==> src/rtl/switch_emu_pkg.sv <==
// -----------------------------------------------------------------------------
// switch_emu_pkg
// Shared types and constants for the switch bounce emulator.
//   state_e     : per-bit FSM state (IDLE / BOUNCE)
//   LFSR_WIDTH  : width of the shared noise generator
//   LFSR_POLY   : Galois feedback mask (right-shifting form)
//   lfsr_step() : one Galois shift of the noise generator
// -----------------------------------------------------------------------------
package switch_emu_pkg;

  typedef enum logic {
    ST_IDLE   = 1'b0,
    ST_BOUNCE = 1'b1
  } state_e;

  localparam int unsigned LFSR_WIDTH = 16;
  localparam logic [LFSR_WIDTH-1:0] LFSR_POLY = 16'hB400;

  // Right shift; when the bit falling out is 1, fold the polynomial back in.
  function automatic logic [LFSR_WIDTH-1:0] lfsr_step(input logic [LFSR_WIDTH-1:0] s);
    lfsr_step = {1'b0, s[LFSR_WIDTH-1:1]} ^ ({LFSR_WIDTH{s[0]}} & LFSR_POLY);
  endfunction

endpackage

==> src/rtl/lfsr_galois16.sv <==
// -----------------------------------------------------------------------------
// lfsr_galois16
// Free-running 16-bit Galois LFSR used as the chatter noise source. It shifts
// on every clock regardless of what the consumers are doing.
// Ports:
//   i_clk   : clock
//   i_rst   : asynchronous active-high reset, loads the seed
//   ov_lfsr : current LFSR state
// -----------------------------------------------------------------------------
module lfsr_galois16
  import switch_emu_pkg::*;
#(
  parameter logic [LFSR_WIDTH-1:0] p_SEED = 16'hACE1
) (
  input  logic                  i_clk,
  input  logic                  i_rst,
  output logic [LFSR_WIDTH-1:0] ov_lfsr
);

  // An all-zero state is a lock-up state for the LFSR, so a zero seed is
  // replaced by 1.
  localparam logic [LFSR_WIDTH-1:0] SEED_SAFE =
    (p_SEED == '0) ? 16'h0001 : p_SEED;

  logic [LFSR_WIDTH-1:0] lfsr_q;

  // NOTE: sequential state uses non-blocking assignments and the reset sits in
  // the sensitivity list, so reset takes effect without waiting for a clock.
  always_ff @(posedge i_clk or posedge i_rst) begin
    if (i_rst) begin
      lfsr_q <= SEED_SAFE;
    end else begin
      lfsr_q <= lfsr_step(lfsr_q);
    end
  end

  assign ov_lfsr = lfsr_q;

endmodule

==> src/rtl/switch_bounce_emulator.sv <==
// -----------------------------------------------------------------------------
// switch_bounce_emulator
// Inverse of a switch debouncer: turns a clean level vector into a bouncing
// one. After each level change a bit emits pseudo-random noise for iv_len
// cycles and then settles to the new level.
// Ports:
//   i_clk     : clock
//   i_rst     : asynchronous active-high reset
//   i_en      : 1 = emulate bounce, 0 = pass changes through with 1 cycle latency
//   iv_len    : bounce length in cycles, sampled when a bounce starts/restarts
//   iv_input  : clean level vector
//   ov_output : registered bouncing output
//   ov_busy   : per bit, high while that bit is bouncing
// -----------------------------------------------------------------------------
module switch_bounce_emulator
  import switch_emu_pkg::*;
#(
  parameter int unsigned           p_WIDTH      = 1,
  parameter int unsigned           p_CNT_WIDTH  = 4,
  parameter logic                  p_INIT_VALUE = 1'b0,
  parameter logic [LFSR_WIDTH-1:0] p_LFSR_SEED  = 16'hACE1
) (
  input  logic                   i_clk,
  input  logic                   i_rst,
  input  logic                   i_en,
  input  logic [p_CNT_WIDTH-1:0] iv_len,
  input  logic [p_WIDTH-1:0]     iv_input,
  output logic [p_WIDTH-1:0]     ov_output,
  output logic [p_WIDTH-1:0]     ov_busy
);

  logic [LFSR_WIDTH-1:0] lfsr_state;

  lfsr_galois16 #(
    .p_SEED (p_LFSR_SEED)
  ) u_lfsr (
    .i_clk   (i_clk),
    .i_rst   (i_rst),
    .ov_lfsr (lfsr_state)
  );

  // Only the low p_WIDTH taps feed the bits; the rest are intentionally unused.
  logic unused_lfsr_bits;
  assign unused_lfsr_bits = ^lfsr_state;

  localparam logic [p_CNT_WIDTH-1:0] CNT_ONE = p_CNT_WIDTH'(1);

  for (genvar b = 0; b < p_WIDTH; b++) begin : g_bit
    state_e                 state_q, state_d;
    logic [p_CNT_WIDTH-1:0] cnt_q, cnt_d;
    logic                   out_q, out_d;
    logic                   tgt_q, tgt_d;
    logic                   chg;
    logic                   noise;
    logic                   len_zero;

    assign chg      = (iv_input[b] != tgt_q);
    assign noise    = lfsr_state[b];
    assign len_zero = (iv_len == '0);

    // NOTE: every signal driven here gets a default first, so no path through
    // the case statement can leave it unassigned and infer a latch.
    always_comb begin
      state_d = state_q;
      cnt_d   = cnt_q;
      out_d   = out_q;
      tgt_d   = tgt_q;

      unique case (state_q)
        ST_IDLE: begin
          if (chg) begin
            tgt_d = iv_input[b];
            if (i_en && !len_zero) begin
              cnt_d   = iv_len;
              state_d = ST_BOUNCE;
              out_d   = noise;
            end else begin
              out_d = iv_input[b];
            end
          end else begin
            out_d = tgt_q;
          end
        end

        ST_BOUNCE: begin
          if (!i_en) begin
            // Abort wins over everything else while bouncing.
            state_d = ST_IDLE;
            out_d   = iv_input[b];
            tgt_d   = iv_input[b];
          end else if (chg) begin
            // Restart with a freshly sampled length.
            tgt_d = iv_input[b];
            if (len_zero) begin
              state_d = ST_IDLE;
              out_d   = iv_input[b];
            end else begin
              cnt_d = iv_len;
              out_d = noise;
            end
          end else if (cnt_q == CNT_ONE) begin
            // Exit at 1 so the counter never has to pass through 0.
            state_d = ST_IDLE;
            out_d   = tgt_q;
          end else begin
            cnt_d = cnt_q - CNT_ONE;
            out_d = noise;
          end
        end

        default: begin
          state_d = ST_IDLE;
        end
      endcase
    end

    always_ff @(posedge i_clk or posedge i_rst) begin
      if (i_rst) begin
        state_q <= ST_IDLE;
        cnt_q   <= '0;
        out_q   <= p_INIT_VALUE;
        tgt_q   <= p_INIT_VALUE;
      end else begin
        state_q <= state_d;
        cnt_q   <= cnt_d;
        out_q   <= out_d;
        tgt_q   <= tgt_d;
      end
    end

    assign ov_output[b] = out_q;
    assign ov_busy[b]   = (state_q == ST_BOUNCE);
  end

endmodule

==> config.mk <==
export PLATFORM = sky130hd
export DESIGN_NAME = switch_bounce_emulator
export DESIGN_NICKNAME = d
export VERILOG_FILES = /design/src/rtl/switch_emu_pkg.sv /design/src/rtl/lfsr_galois16.sv /design/src/rtl/switch_bounce_emulator.sv
export SDC_FILE = /design/constraint.sdc
export NUM_CORES = 1
export LEC_CHECK = 0
export ABC_AREA = 1
export ABC_CLOCK_PERIOD_IN_PS = 1700
export CAP_MARGIN = 40
export CORE_MARGIN = 2
export CORE_UTILIZATION = 40
export CTS_BUF_LIST = sky130_fd_sc_hd__clkbuf_4 sky130_fd_sc_hd__clkbuf_8
export CTS_CLUSTER_DIAMETER = 40
export CTS_CLUSTER_SIZE = 20
export DETAILED_ROUTE_END_ITERATION = 10
export PLACE_DENSITY = 0.6
export SLEW_MARGIN = 5
export SYNTH_ARGS = -nofsm -noshare
export SYNTH_HDL_FRONTEND = slang
export SYNTH_SLANG_ARGS = --single-unit
==> constraint.sdc <==
create_clock -name i_clk -period 1.7 [get_ports i_clk]
set_input_delay 0.17 -clock i_clk [delete_from_list [all_inputs] [get_ports i_clk]]
set_output_delay 0.17 -clock i_clk [all_outputs]
set_load 0.02 [all_outputs]
==> results of run 1 <==
## per-stage QoR
stage               util, %  instance area (um^2)
finish                 48.8                  1200
global route           48.8                  1200
CTS                    48.8                  1200
detailed placement     47.7                  1170
global placement       47.7                  1170
floorplan                 -                  1020
## cell families (layout without fill, tap and decap cells)
| logic type | after synthesis | in the layout | synth area share [%] |
|---|---|---|---|
| adder cells (fa/ha/maj) | 4 | 4 | 4.88 |
| AND/OR/NAND/NOR | 52 | 52 | 27.0 |
| AO/OA/AOI/OAI | 5 | 5 | 2.44 |
| flip-flops | 23 | 23 | 57.1 |
| buffers and inverters | 14 | 29 | 5.13 |
| XOR/XNOR | 4 | 4 | 3.42 |
## metal layers
| layer | GRT usage, % | share of wire, % |
|---|---|---|
| met5 | 0 | 0 |
| met4 | 3.75 | 0.87 |
| met3 | 4.92 | 2.9 |
| met2 | 24.4 | 49 |
| met1 | 19.9 | 47 |
## registers in the layout, summed over array words and instances (netlist names)
signal	flops
ov_output	1
u_lfsr.ov_lfsr	16
ov_busy	1
g_bit.cnt_q	4
g_bit.tgt_q	1
## where the power goes
part | internal, mW | leakage, nW | total [mW] | switching, mW
Sequential | 0.631 | 0.280 | 0.713 | 0.0818
Combinational | 0.289 | 0.318 | 0.711 | 0.422
Clock | 0.0878 | 0.0177 | 0.241 | 0.153
Total | 1.01 | 0.615 | 1.67 | 0.657
## Yosys cell counts
master,number
nand2_1,21
dfrtp_1,15
inv_1,11
nand3_1,11
dfstp_2,8
nor2_1,5
ha_1,4
nand2_2,4
nand2_4,4
a21oi_1,3
nor2_2,3
xor2_1,3
inv_2,2
o21ai_0,2
clkbuf_1,1
nand4_2,1
nor2_4,1
nor3_1,1
or2_1,1
xnor2_1,1
## how the worst max path moves through the flow
stage	startpoint	endpoint	slack (ns)	depth (start not counted)
after floorplan	g_bit[0].tgt_q$_DFF_PP0_	g_bit[0].cnt_q[3]$_DFFE_PP0P_	0.34	9
after global placement	iv_input	g_bit[0].cnt_q[3]$_DFFE_PP0P_	0.05	9
after detailed placement	iv_input	g_bit[0].cnt_q[1]$_DFFE_PP0P_	0.04	9
after CTS	ov_busy$_DFF_PP0_	ov_busy	0.11	1
after global routing	g_bit[0].tgt_q$_DFF_PP0_	g_bit[0].cnt_q[1]$_DFFE_PP0P_	0.07	9
final	ov_busy$_DFF_PP0_	ov_busy	0.13	1
## final cells by class
type / instances / area share (%)
Clock buffer: 3 / 1.88
Clock inverter: 1 / 0.418
Sequential cell: 23 / 48.9
Timing Repair Buffer: 12 / 9.39
Tap cell: 30 / 3.13
Multi-Input combinational cell: 65 / 32.3
Inverter: 13 / 4.07
==> results.yml, run 1 <==
cts:
  clk_pin_slew_ns: 0.12
  h-tree-depth: 1
  root_buffer: "clkbuf_4"
  cts_tree: "done"
  numCtsBuffers: 3
  clk_latency_ns: 0.30
  post_cts_buffers: 0
  cts_num_sinks: 23
  cts_resized: 0
  hold_buffers: 0
  clockBufferDepth: 2
setup_path:
  cp_top_family: "buffers and inverters"
  arrival_ns: 1.40
  r2r_slack_ns: 0.22
  cp_cell_sequence: "clkdlybuf4s50_1"
  worstSetupEndpointType: "output pin"
  cp_max_fo: 5
  crit_buf_inv: 1
  r2r.worst_path.cells: 9
  critPathSlowestCell: "clkdlybuf4s50_1"
  start_kind: "flip-flop"
  rr_startpoint: "g_bit[0].tgt_q$_DFF_PP0_"
  cp_slowest_stage_delay_ns: 0.64
  reg2reg_to: "g_bit[0].cnt_q[1]$_DFFE_PP0P_"
  crit_type: "reg2out"
  crit_required_ns: 1.53
synthesis:
  ys_seq_area_share_pct: 57.1
  avgSynthCellArea_um2: 10.0
  synth_nets: 114
  syn-cell-area_mm2: 0.00102
  synth_top_area_cell: "dfrtp_1"
  synth_top_area_share_pct: 36.6
  synth_cells: 102
  ys_warn_count: 0
  synthTopCellsByArea: "dfrtp_1 37%, dfstp_2 21%, nand2_1 7.7%, nand3_1 5.4%, ha_1 4.9%"
  ys_ff_latch: 23
  synth.distinct_cells: 20
sta:
  timing.fmax_ghz: 0.635
  rsz0062_at_grt: "no"
  drv_slew: 0
  hold_viol_final: 0
  tns_ns: 0
  tightest_slew_ns: 0.282
  finalCritPeriodShare_pct: 92.6
  hold_ws_ns: 0.181
  clock-skew-final_ns: 0.00314
  worst_slack_ns: 0.126
  relSlewSlack_pct: 81.2
  setup_viol: 0
  min_period_ns: 1.57
outcome:
  status: "finished, final reports clean"
die:
  dieArea_mm2: 0.00298
  die_h_um: 54.6
  ios: 10
  rows: 18
  core_region_area_mm2: 0.00245
  start_util_pct: 41.7
  chipWidth_um: 54.6
final_layout:
  fill_cells: 238
  register_area_um2: 586
  syn2layout_area_growth_pct: 17.0
  final_common_cell: "nand2_1"
  final_nets: 130
  final_cell_mix: "21 x nand2_1, 15 x dfrtp_1, 11 x inv_1, 11 x nand3_1, 9 x clkdlybuf4s50_1"
  diodes: 0
  drive_above_1_share_pct: 25.6
  multi_input_area_um2: 387
  stdcell_count: 147
global_routing:
  grt_usage_pct: 15.3
  antenna_found_initial: 0
  grt_pass1_vias: 704
  grt_max_degree: 24
  grt-ovfl-total: 0
  grt_first_pass_wirelength_um: 3130
placed_design:
  io_buffer_count: 9
  hpwl_um: 1320
  gp_congestion: 0.814
  place_inst: 143
  pre_cts_ws_ns: 0.0396
pwr:
  leakagePower_nw: 0.615
  p_per_area_mw_per_mm2: 1390
  ir_drop_mv: 0.762
  p_total_mw: 1.67
detailed_routing:
  vias: 682
  wl_per_cell_um: 11.7
  drt_iter0_markers: 9
  drt-total-wl_um: 1720
  ant_nets: 0
  avgViaCountPerCell: 4.64
  drc: 0
  dr.pass1.iters: 4
run:
  maxCapViolCount: 0
min_path:
  min_path_type: "in2async"
(Power assumes the default switching activity.)
==> inputs of run 2 (changes only) <==
- TNS_END_PERCENT: not set -> 10
==> results of run 2 <==
Same layout as run 1: the final DEF is identical, and so are final timing and power.
